--- src/rtl/mod_cnt_chain_pkg.sv ---
// Shared definitions for the cascaded modulo counter: default digit width,
// direction encoding and the load clamp helper.
package mod_cnt_pkg;

    localparam int unsigned DEF_DW = 4;

    typedef enum logic {
        DIR_DN = 1'b0,
        DIR_UP = 1'b1
    } dir_e;

    function automatic int unsigned clamp(int unsigned value, int unsigned max);
        return (value > max) ? max : value;
    endfunction

endpackage

--- src/rtl/mod_cnt_chain_if.sv ---
// Control/data bundle of the cascaded modulo counter; master drives the
// controls and load value, slave returns the count and chain carry.
interface mod_cnt_chain_if #(
    parameter int unsigned DIGITS = 2,
    parameter int unsigned DW     = 4
);
    logic                   clr;
    logic                   ld;
    logic                   en;
    logic                   up;
    logic [DIGITS*DW-1:0]   data;
    logic [DIGITS*DW-1:0]   q;
    logic                   co;

    modport master (output clr, ld, en, up, data, input q, co);
    modport slave  (input clr, ld, en, up, data, output q, co);
endinterface

--- src/rtl/mod_cnt_chain_digit.sv ---
// One modulo digit of the chain: clear/load/step with wrap at MAXD.
// Down-counting is compiled only when MOD_CNT_DOWN_EN is defined.
module mod_cnt_digit
    import mod_cnt_pkg::*;
#(
    parameter int unsigned     DW   = DEF_DW,
    parameter logic [DW-1:0]   MAXD = '1
) (
    input  logic            clk,
    input  logic            rst,
    input  logic            clr_i,
    input  logic            ld_i,
    input  logic [DW-1:0]   ld_val_i,
    input  logic            step_i,
`ifdef MOD_CNT_DOWN_EN
    input  dir_e            dir_i,
`endif
    output logic            term_o,
    output logic [DW-1:0]   q_o
);

    logic [DW-1:0] q_q;
    logic [DW-1:0] q_d;
    logic [DW-1:0] inc;

    assign inc = (q_q == MAXD) ? '0 : q_q + 1'b1;

    always_comb begin
        q_d = q_q;
        if (clr_i) begin
            q_d = '0;
        end else if (ld_i) begin
            q_d = ld_val_i;
        end else if (step_i) begin
`ifdef MOD_CNT_DOWN_EN
            if (dir_i == DIR_DN) begin
                q_d = (q_q == '0) ? MAXD : q_q - 1'b1;
            end else begin
                q_d = inc;
            end
`else
            q_d = inc;
`endif
        end
    end

    always_ff @(posedge clk or posedge rst) begin
        if (rst) begin
            q_q <= '0;
        end else begin
            q_q <= q_d;
        end
    end

`ifdef MOD_CNT_DOWN_EN
    assign term_o = (dir_i == DIR_UP) ? (q_q == MAXD) : (q_q == '0);
`else
    assign term_o = (q_q == MAXD);
`endif

    assign q_o = q_q;

endmodule

--- src/rtl/mod_cnt_chain.sv ---
// Cascaded modulo counter of DIGITS stages with combinational chain carry.
// Define MOD_CNT_DOWN_EN to honour the up input (down-count and borrow).
module mod_cnt_chain
    import mod_cnt_pkg::*;
#(
    parameter int unsigned              DIGITS = 2,
    parameter int unsigned              DW     = DEF_DW,
    parameter logic [DIGITS*DW-1:0]     MAXV   = 8'h59
) (
    input  logic            clk,
    input  logic            rst,
    mod_cnt_chain_if.slave  bus
);

    localparam int unsigned W = DIGITS * DW;

    logic [DIGITS-1:0] term;
    logic [DIGITS-1:0] step;
    logic [W-1:0]      q_all;

`ifdef MOD_CNT_DOWN_EN
    dir_e dir;
    assign dir = dir_e'(bus.up);
`else
    logic unused_up;
    assign unused_up = bus.up;
`endif

    for (genvar g = 0; g < DIGITS; g++) begin : g_digit
        localparam logic [DW-1:0] MAXD = MAXV[g*DW +: DW];

        logic [DW-1:0] ld_val;
        assign ld_val = DW'(clamp(32'(bus.data[g*DW +: DW]), 32'(MAXD)));

        // Digit g advances only while every lower digit sits at its terminal value.
        if (g == 0) begin : g_lsd
            assign step[g] = bus.en;
        end else begin : g_upper
            assign step[g] = step[g-1] & term[g-1];
        end

        mod_cnt_digit #(
            .DW   (DW),
            .MAXD (MAXD)
        ) u_digit (
            .clk      (clk),
            .rst      (rst),
            .clr_i    (bus.clr),
            .ld_i     (bus.ld),
            .ld_val_i (ld_val),
            .step_i   (step[g]),
`ifdef MOD_CNT_DOWN_EN
            .dir_i    (dir),
`endif
            .term_o   (term[g]),
            .q_o      (q_all[g*DW +: DW])
        );
    end

    assign bus.q  = q_all;
    assign bus.co = step[DIGITS-1] & term[DIGITS-1];

endmodule

--- src/flat_wrapper.sv ---
// flat-port wrapper written by rule: the top's interface ports become plain ports
module mod_cnt_chain_flat import mod_cnt_pkg::*;
#(
    parameter int unsigned              DIGITS = 2,
    parameter int unsigned              DW     = DEF_DW,
    parameter logic [DIGITS*DW-1:0]     MAXV   = 8'h59
)
  (clk, rst, bus_clr, bus_ld, bus_en, bus_up, bus_data, bus_q, bus_co);
  mod_cnt_chain_if #(.DIGITS(DIGITS), .DW(DW)) bus_i ();
  input  logic clk;
  input  logic rst;
  input wire logic [$bits(bus_i.clr)-1:0] bus_clr;
  input wire logic [$bits(bus_i.ld)-1:0] bus_ld;
  input wire logic [$bits(bus_i.en)-1:0] bus_en;
  input wire logic [$bits(bus_i.up)-1:0] bus_up;
  input wire logic [$bits(bus_i.data)-1:0] bus_data;
  output wire logic [$bits(bus_i.q)-1:0] bus_q;
  output wire logic [$bits(bus_i.co)-1:0] bus_co;
  assign bus_i.clr = bus_clr;
  assign bus_i.ld = bus_ld;
  assign bus_i.en = bus_en;
  assign bus_i.up = bus_up;
  assign bus_i.data = bus_data;
  assign bus_q = bus_i.q;
  assign bus_co = bus_i.co;
  mod_cnt_chain #(.DIGITS(DIGITS), .DW(DW), .MAXV(MAXV)) u_core (.clk(clk), .rst(rst), .bus(bus_i));
endmodule
--- config.mk ---
export PLATFORM = sky130hd
export DESIGN_NAME = mod_cnt_chain_flat
export DESIGN_NICKNAME = d
export VERILOG_FILES = /design/src/rtl/mod_cnt_chain_pkg.sv /design/src/rtl/mod_cnt_chain_if.sv /design/src/rtl/mod_cnt_chain_digit.sv /design/src/rtl/mod_cnt_chain.sv /design/src/flat_wrapper.sv
export SDC_FILE = /design/constraint.sdc
export NUM_CORES = 1
export LEC_CHECK = 0
export ABC_AREA = 1
export ABC_CLOCK_PERIOD_IN_PS = 2100
export CAP_MARGIN = 10
export CORE_MARGIN = 1.5
export CORE_UTILIZATION = 46
export DETAILED_ROUTE_END_ITERATION = 6
export HOLD_SLACK_MARGIN = 0.08
export PLACE_DENSITY = 0.82
export REMOVE_ABC_BUFFERS = 1
export SLEW_MARGIN = 0
export SYNTH_ARGS = -nofsm -noshare
export SYNTH_HDL_FRONTEND = slang
export SYNTH_SLANG_ARGS = --single-unit
--- constraint.sdc ---
create_clock -name clk -period 2.1 [get_ports clk]
set_clock_uncertainty 0.15 [all_clocks]
set_input_delay 0.525 -clock clk [delete_from_list [all_inputs] [get_ports clk]]
set_output_delay 0.525 -clock clk [all_outputs]
set_load 0.02 [all_outputs]
Word-level counts from Yosys, hierarchy flattened
Index checks and enable logic that the tools add are counted.

$add $sub $neg: 2. Multiply operators: 0. Div/mod/pow operators: 0. Order comparisons: 2. Eq/ne operators: 2. Shift operators: 0. Mux-type cells: 10. Bitwise gates (word level): 2. Reduce and logical (&&, ||, !) cells: 2.

Operator list (count): two-way mux 4 bit (10); adder 4 x 1 -> 4 bit (second input constant) (2); nonzero test 3 bit (2); equality test 4 x 3 -> 1 bit (second input constant) (1); equality test 4 bit (second input constant) (1); greater-than comparator 4 x 3 -> 1 bit (second input constant) (1); greater-than comparator 4 bit (second input constant) (1); bitwise AND 1 bit (2).

Flip-flop bits (word level): 8. Latch bits: 0. Memory bits (writable): 0. ROM bits: 0. Output and inout port bits: 9. Memories kept: 0.

Logic depth before layout (Yosys ltp)
Gate-level depths: netlist of the first run.

Word-level depth: 5. Mapped depth: 8. Mapped depth without buffers: 8.

Cells and area by module
A second synthesis of the first run with hierarchy kept.

Cell total of the unflattened synthesis: 112. Area, all modules: 648.1 sq um.

Modules (own cells, without submodules): mod_cnt_digit at u_core.g_digit[0].u_digit (instances 1, cells each 47, area each 287.8 sq um, seq. area each 100.1 sq um); mod_cnt_digit at u_core.g_digit[1].u_digit (instances 1, cells each 46, area each 275.3 sq um, seq. area each 100.1 sq um); mod_cnt_chain (instances 1, cells each 19, area each 85.1 sq um, seq. area each 0.0 sq um).

Least setup slack after synthesis of the first run
Ideal clock, no wire load.

Path kind: register -> output. Start: reg u_core.g_digit[0].u_digit.q_q[0]. End: out bus_co. Arrival: 1.223 ns. Required time: 1.425 ns. Setup slack: 0.202 ns. Cell stages (with the launch flop): 4. Path buffers: 0. Cells stage by stage: dfrtp_1 -> ha_1 -> nand4_1 -> nor2_1.

Word-level cells in the longest chain between the ends: 3.

Ends and longest elaborated chain: start: declaration (RTL line mod_cnt_chain_digit.sv:22) `logic [DW-1:0] q_q;`; start signal: assignment (RTL line mod_cnt_chain_digit.sv:51) `q_q <= q_d;`; equality test 4 bit (RTL line mod_cnt_chain_digit.sv:58) `assign term_o = (q_q == MAXD);`; bitwise AND 1 bit (RTL line mod_cnt_chain.sv:39) `assign step[g] = step[g-1] & term[g-1];`; bitwise AND 1 bit (RTL line mod_cnt_chain.sv:61) `assign bus.co = step[DIGITS-1] & term[DIGITS-1];`; end: declaration (RTL line flat_wrapper.sv:18) `output wire logic [$bits(bus_i.co)-1:0] bus_co;`.

No other way between the ends.

Final worst setup path of the first run
Start: reg u_core.g_digit[1].u_digit.q_q[0]. End: out bus_q[4].

RTL lines: start: declaration (RTL line mod_cnt_chain_digit.sv:22); start signal: assignment (RTL line mod_cnt_chain_digit.sv:51); end: declaration (RTL line flat_wrapper.sv:17) `output wire logic [$bits(bus_i.q)-1:0] bus_q;`.

No word-level cell between the ends.

==> results of run 1 <==
## per-layer routing
metal,up-vias,GRT usage (%)
met4,0,12.5
met5,-,0
met1,319,29.6
met2,29,41.7
li1,379,-
met3,7,1.63
## metrics by stage
step	power, W	utilization (%)	setup slack (ps)	TNS (ps)
4_1_cts	0.000495	74.5	26.4	0
3_3_place_gp	0.000362	73.1	-388	-388
3_5_place_dp	0.000371	73.1	-407	-407
6_report	0.000494	74.8	49.7	0
5_1_grt	0.000517	74.8	13.0	0
2_1_floorplan	0.000272	-	202	0
## kinds of logic after synthesis
group	synth area share (%)
simple gates	40.7
buf+inv	10.4
compound gates	10.6
flops	30.7
fa+ha+maj	7.68
## worst min-delay path by stage
stage | from | to | slack (ps) | cells after the start
finish | rst | u_core.g_digit[1].u_digit.q_o[3] | 370 | 2
global route | u_core.g_digit[1].u_digit.q_o[3] | u_core.g_digit[1].u_digit.q_o[3] | 400 | 2
CTS | u_core.g_digit[1].u_digit.q_o[3] | u_core.g_digit[1].u_digit.q_o[3] | 370 | 2
detailed placement | u_core.g_digit[1].u_digit.q_o[3] | u_core.g_digit[1].u_digit.q_o[3] | 350 | 2
global placement | u_core.g_digit[1].u_digit.q_o[3] | u_core.g_digit[1].u_digit.q_o[3] | 340 | 2
floorplan | rst | u_core.g_digit[0].u_digit.q_o[0] | 190 | 1
## cells in the mapped netlist
cell type  number
a21oi_1         2
clkinv_1        1
dfrtp_1         8
ha_1            4
inv_1          15
inv_2           2
nand2_1        30
nand2_2         1
nand2_4         2
nand3_1        11
nand4_1         2
nor2_1          6
nor2_4          2
nor3_1          1
o21a_1          1
o21ai_0         5
o21ai_1         2
o21ai_2         1
o21bai_1        1
or2_2           1
## worst max-delay path, cell delays in order, from the launching register on
cell and delay [ps]:
dfrtp_1 370, buf_4 140, clkdlybuf4s50_1 600
## layout make-up
cell class                      count  area (µm²)  share of cell area (%)
Inverter                           18        67.6                    6.85
Tap cell                           15        18.8                    1.90
Timing Repair Buffer               32         293                    29.7
Clock buffer                        3        22.5                    2.28
Multi-Input combinational cell     72         384                    39.0
Sequential cell                     8         200                    20.3
## timing repair
item                                    4_1_cts  5_1_grt
gates resized for setup                       4        2
endpoints found under the setup margin        1        1
hold buffers                                  0        0
pin swaps                                     0        2
## power groups by stage
stage / clock network [W] / logic (W) / registers (W)
floorplan: 0 / 0.0000695 / 0.000202
detailed placement: 0 / 0.000191 / 0.000180
CTS: 0.000125 / 0.000192 / 0.000177
finish: 0.000125 / 0.000191 / 0.000178
global placement: 0 / 0.000184 / 0.000178
global route: 0.000130 / 0.000209 / 0.000179
==> flow_summary.ini, run 1 <==
[synth]
synth_top_area_share_pct = 30.7
yosysWarningCount = 0
synthTopCellsByArea = dfrtp_1, nand2_1, inv_1
syn_area_per_cell_um2 = 6.65
ys_seq_area_share_pct = 30.7
synth-seq-cells = 8
synth_area_um2 = 652
synth_area_leader_cell = dfrtp_1
yosysUniqueCellTypes = 20
synthCells = 98

[timing]
fin_crit_ps = 2050
maxSlewViolCount = 0
max_freq_mhz = 488
finalHoldViolCount = 0
rsz0062_at_grt = false
finalCritPeriodShare_pct = 97.6
whs_ps = 370
setup_violations = 0
slew_headroom_pct = 77.0
worst_pin_slew_ps = 344

[clock_tree]
cts_buffers = 3
path_clk_slew_ps = 60
cts_setup_buffers = 0
worstSkewPairLatency_ps = 260
cts.sinks = 8
htreeDepth = 1
cts_root_buffer = clkbuf_4
cts_tree = done
clock_path_buffers = 2

[worst_setup_path]
crit_required_ps = 1420
rr_worst_depth = 6
r2r-start = u_core.g_digit[0].u_digit.q_o[0]
critPathKind = flop to output pin
start_kind = flop
end_kind = output pin
critPathLaunch = u_core.g_digit[1].u_digit.q_o[0]
cp_max_fo = 5
worstPathArrival_ps = 1380
endpoint = bus_q[4]
r2r_slack_ps = 580
r2r-end = u_core.g_digit[0].u_digit.q_o[2]

[layout]
fillers = 113
drive_above_1_share_pct = 18.0
fin_cells = 148
final_nets = 153
final_cell_mix = nand2_1, clkdlybuf4s50_1, inv_1
area_growth_syn_to_layout_pct = 51.2
antenna_cells = 0
mostFrequentLayoutCell = nand2_1
fin_area_um2 = 986
largest_reg_flops = 8

[placement]
dpl_cell_area_um2 = 963
gp_congestion = 0.778
dp.cells = 145
io_buffers = 21
dpl.hpwl_um = 1390

[power_and_ir_drop]
p_leak_nw = 0.507
p_switching_w = 0.000168
seq_power_share_pct = 36.0
clock_power_share_pct = 25.3
pwr-share-comb_pct = 38.8
switching_share_pct = 33.9
power-per-cell-area_nw_per_um2 = 501
internal-power_w = 0.000326
irDropWorstVdd_v = 0.000295

[drt]
vias_per_cell = 4.96
post-route-drc-count = 0
met2_length_um = 814
met3_length_um = 91
drt-total-wl_um = 1710
vias = 734
firstDrtPassIters = 4
drt_iter0_drc = 25
top_layer = met4
drt-met1-wl_um = 743
final_antenna_net_count = 0
wl_per_cell_um = 11.5

[floorplan]
initial_core_util_pct = 49.5
die_h_um = 40.6
ios = 23
num_rows = 13
die_w_um = 40.6
dieArea_um2 = 1650
coreArea_um2 = 1320

[grt]
grt_usage_pct = 24.1
grt_pass1_vias = 641
gr-total-overflow = 0
grt_pass1_wl_um = 2590
antenna_found_initial = 0
grt_max_degree = 9

[outcome]
status = finished clean

[run]
drv_cap = 0

[min_path]
worstHoldPathType = input pin to async pin
Power figures use the tool's default switching activity.
==> run 2, diff against run 1 <==
--- a/config.mk
+++ b/config.mk
@@ -5,7 +5,7 @@
 export SDC_FILE = /design/constraint.sdc
 export NUM_CORES = 1
 export LEC_CHECK = 0
-export ABC_AREA = 1
+export ABC_AREA = 0
 export ABC_CLOCK_PERIOD_IN_PS = 2100
 export CAP_MARGIN = 10
 export CORE_MARGIN = 1.5
@@ -18,3 +18,4 @@
 export SYNTH_ARGS = -nofsm -noshare
 export SYNTH_HDL_FRONTEND = slang
 export SYNTH_SLANG_ARGS = --single-unit
+export TNS_END_PERCENT = 100
==> run 2 against run 1 <==
Compared with the run above:
- setup slack better by 1.9 ps
- maximum frequency hardly changed
- global-route usage is 4.1 points higher
- synthesized area is 3.1% lower
- core utilization is 4.1 points higher
- critical path type unchanged
- largest cell class unchanged
- highest routed layer unchanged
==> flow_summary.ini, run 2 <==
[clock_tree]
cts_setup_buffers = 0
cts.sinks = 8
clock_path_buffers = 2
cts_tree = done
htreeDepth = 1
worstSkewPairLatency_ps = 270
cts_root_buffer = clkbuf_4
cts_buffers = 3
path_clk_slew_ps = 60

[timing]
fin_crit_ps = 2050
setup_violations = 0
slew_headroom_pct = 77.3
setup_tns_ps = 0
finalCritPeriodShare_pct = 97.5
worst_pin_slew_ps = 339
maxSlewViolCount = 0
rsz0062_at_grt = false
max_freq_mhz = 488
whs_ps = 366
finalHoldViolCount = 0

[worst_setup_path]
cp_max_fo = 6
start_kind = flop
end_kind = output pin
worstPathArrival_ps = 1370
crit_required_ps = 1420
critPathKind = flop to output pin

[outcome]
status = finished clean

[synth]
synth_area_um2 = 632
synth_ff_type = dfrtp_1
synth-edff-count = 0
synth_top_area_share_pct = 31.7
yosysMostFrequentCell = dfrtp_1
syn_area_per_cell_um2 = 9.16
yosysUniqueCellTypes = 32
synth-async-reset-ratio_pct = 100
ys_seq_area_share_pct = 31.7
synthCells = 69
synth-seq-cells = 8
yosysWarningCount = 0
synthTopCellsByArea = dfrtp_1, ha_1, inv_1
synth_area_leader_cell = dfrtp_1
ys_top_cells_by_count = dfrtp_1, inv_1, ha_1, nand2_1, nor2b_1

[drt]
wl_per_cell_um = 15.0
post-route-drc-count = 0
drt_iter0_drc = 8
vias = 713
final_antenna_net_count = 0
firstDrtPassIters = 4
vias_per_cell = 5.70
drt-total-wl_um = 1870

[layout]
mostFrequentLayoutCell = buf_4
antenna_cells = 0
fin_util_pct = 79.0
largest_reg_flops = 8
area_growth_syn_to_layout_pct = 60.6
drive_above_1_share_pct = 26.4
fin_cells = 125
final_nets = 130
final_cell_mix = buf_4, clkdlybuf4s50_1, dfrtp_1

[floorplan]
ios = 23
coreArea_um2 = 1280
dieArea_um2 = 1600
die_h_um = 40.1
die_w_um = 40.1
num_rows = 13
initial_core_util_pct = 49.2

[grt]
grt_usage_pct = 28.2
grt_pass1_wl_um = 2940
antenna_found_initial = 0
grt_pass1_vias = 664
gr-total-overflow = 0
grt_max_degree = 10

[power_and_ir_drop]
power_w = 0.000456
power-per-cell-area_nw_per_um2 = 449
irDropWorstVdd_v = 0.000302
p_leak_nw = 0.483

[placement]
dp.cells = 122
dpl.hpwl_um = 1490
gp_congestion = 0.806
io_buffers = 21

[min_path]
worstHoldPathType = input pin to async pin

[run]
drv_cap = 0
## run 2: changes by cell type after synthesis, moves of 3 or more
| cell | previous run | this run |
|---|---|---|
| nor2_1 | 6 | 1 |
| a31oi_1 | 0 | 3 |
| nand3_1 | 11 | 1 |
| nor3b_1 | 0 | 3 |
| nor2b_1 | 0 | 4 |
| a211oi_1 | 0 | 3 |
| inv_1 | 15 | 7 |
| nand2_1 | 30 | 4 |
## run 2: path summary, 6_finish.rpt
path / slack (ps) / startpoint / depth (start not counted) / to
worst max-delay path: 50 / u_core.g_digit[1].u_digit.q_o[2] / 2 / bus_q[6]
worst min-delay path: 370 / rst / 2 / u_core.g_digit[0].u_digit.q_o[3]
worst max register to register: 250 / u_core.g_digit[0].u_digit.q_o[1] / 6 / u_core.g_digit[1].u_digit.q_o[3]
worst min register to register: 510 / u_core.g_digit[1].u_digit.q_o[1] / 3 / u_core.g_digit[1].u_digit.q_o[1]
max in group asynchronous: 1180 / rst / 2 / u_core.g_digit[0].u_digit.q_o[1]
min in group clk: 510 / u_core.g_digit[1].u_digit.q_o[1] / 3 / u_core.g_digit[1].u_digit.q_o[1]
## run 2: critical path, stage by stage, from the launching register on
cell and delay (ps):
dfrtp_1 360, buf_4 150, clkdlybuf4s50_1 600
## run 2: per-stage QoR
stage / setup slack [ps] / instance area (µm²)
after global routing: 1.98 / 1010
after global placement: -485 / 993
after CTS: 39.5 / 1010
final: 51.7 / 1010
after floorplan: 44.1 / 614
after detailed placement: -484 / 993
## run 2: report_power, final
part           internal, W  switching [W]  leakage, nW
combinational    0.0000867      0.0000772        0.364
clock            0.0000657      0.0000565       0.0138
sequential        0.000164     0.00000553        0.106
## run 2: area by class of cell
type                       instances  area [µm²]
timing repair buffer              41         359
inverter                           7        26.3
fill                              94         270
clock buffer                       3        22.5
sequential                         8         200
tap                               15        18.8
multi-input combinational         51         388
## run 2: logic make-up (layout without fill, tap and decap cells)
| group | after synthesis | after routing | share of synthesized area (%) |
|---|---|---|---|
| buf+inv | 10 | 51 | 6.93 |
| compound gates | 24 | 24 | 28.1 |
| simple gates | 23 | 23 | 25.3 |
| fa+ha+maj | 4 | 4 | 7.92 |
| flops | 8 | 8 | 31.7 |
## run 2: routing by layer
layer	global-route usage, %	vias up	part of all wire [%]
met5	0	-	0
met4	6.90	0	1.5
met3	9.44	5	4.8
met2	50.0	23	50
met1	32.0	331	43
li1	-	354	-
## run 2: repair_timing
action	in CTS	in global routing
pin swaps	0	0
hold buffers	0	0
resized for setup	6	2
endpoints found under the setup margin	1	2
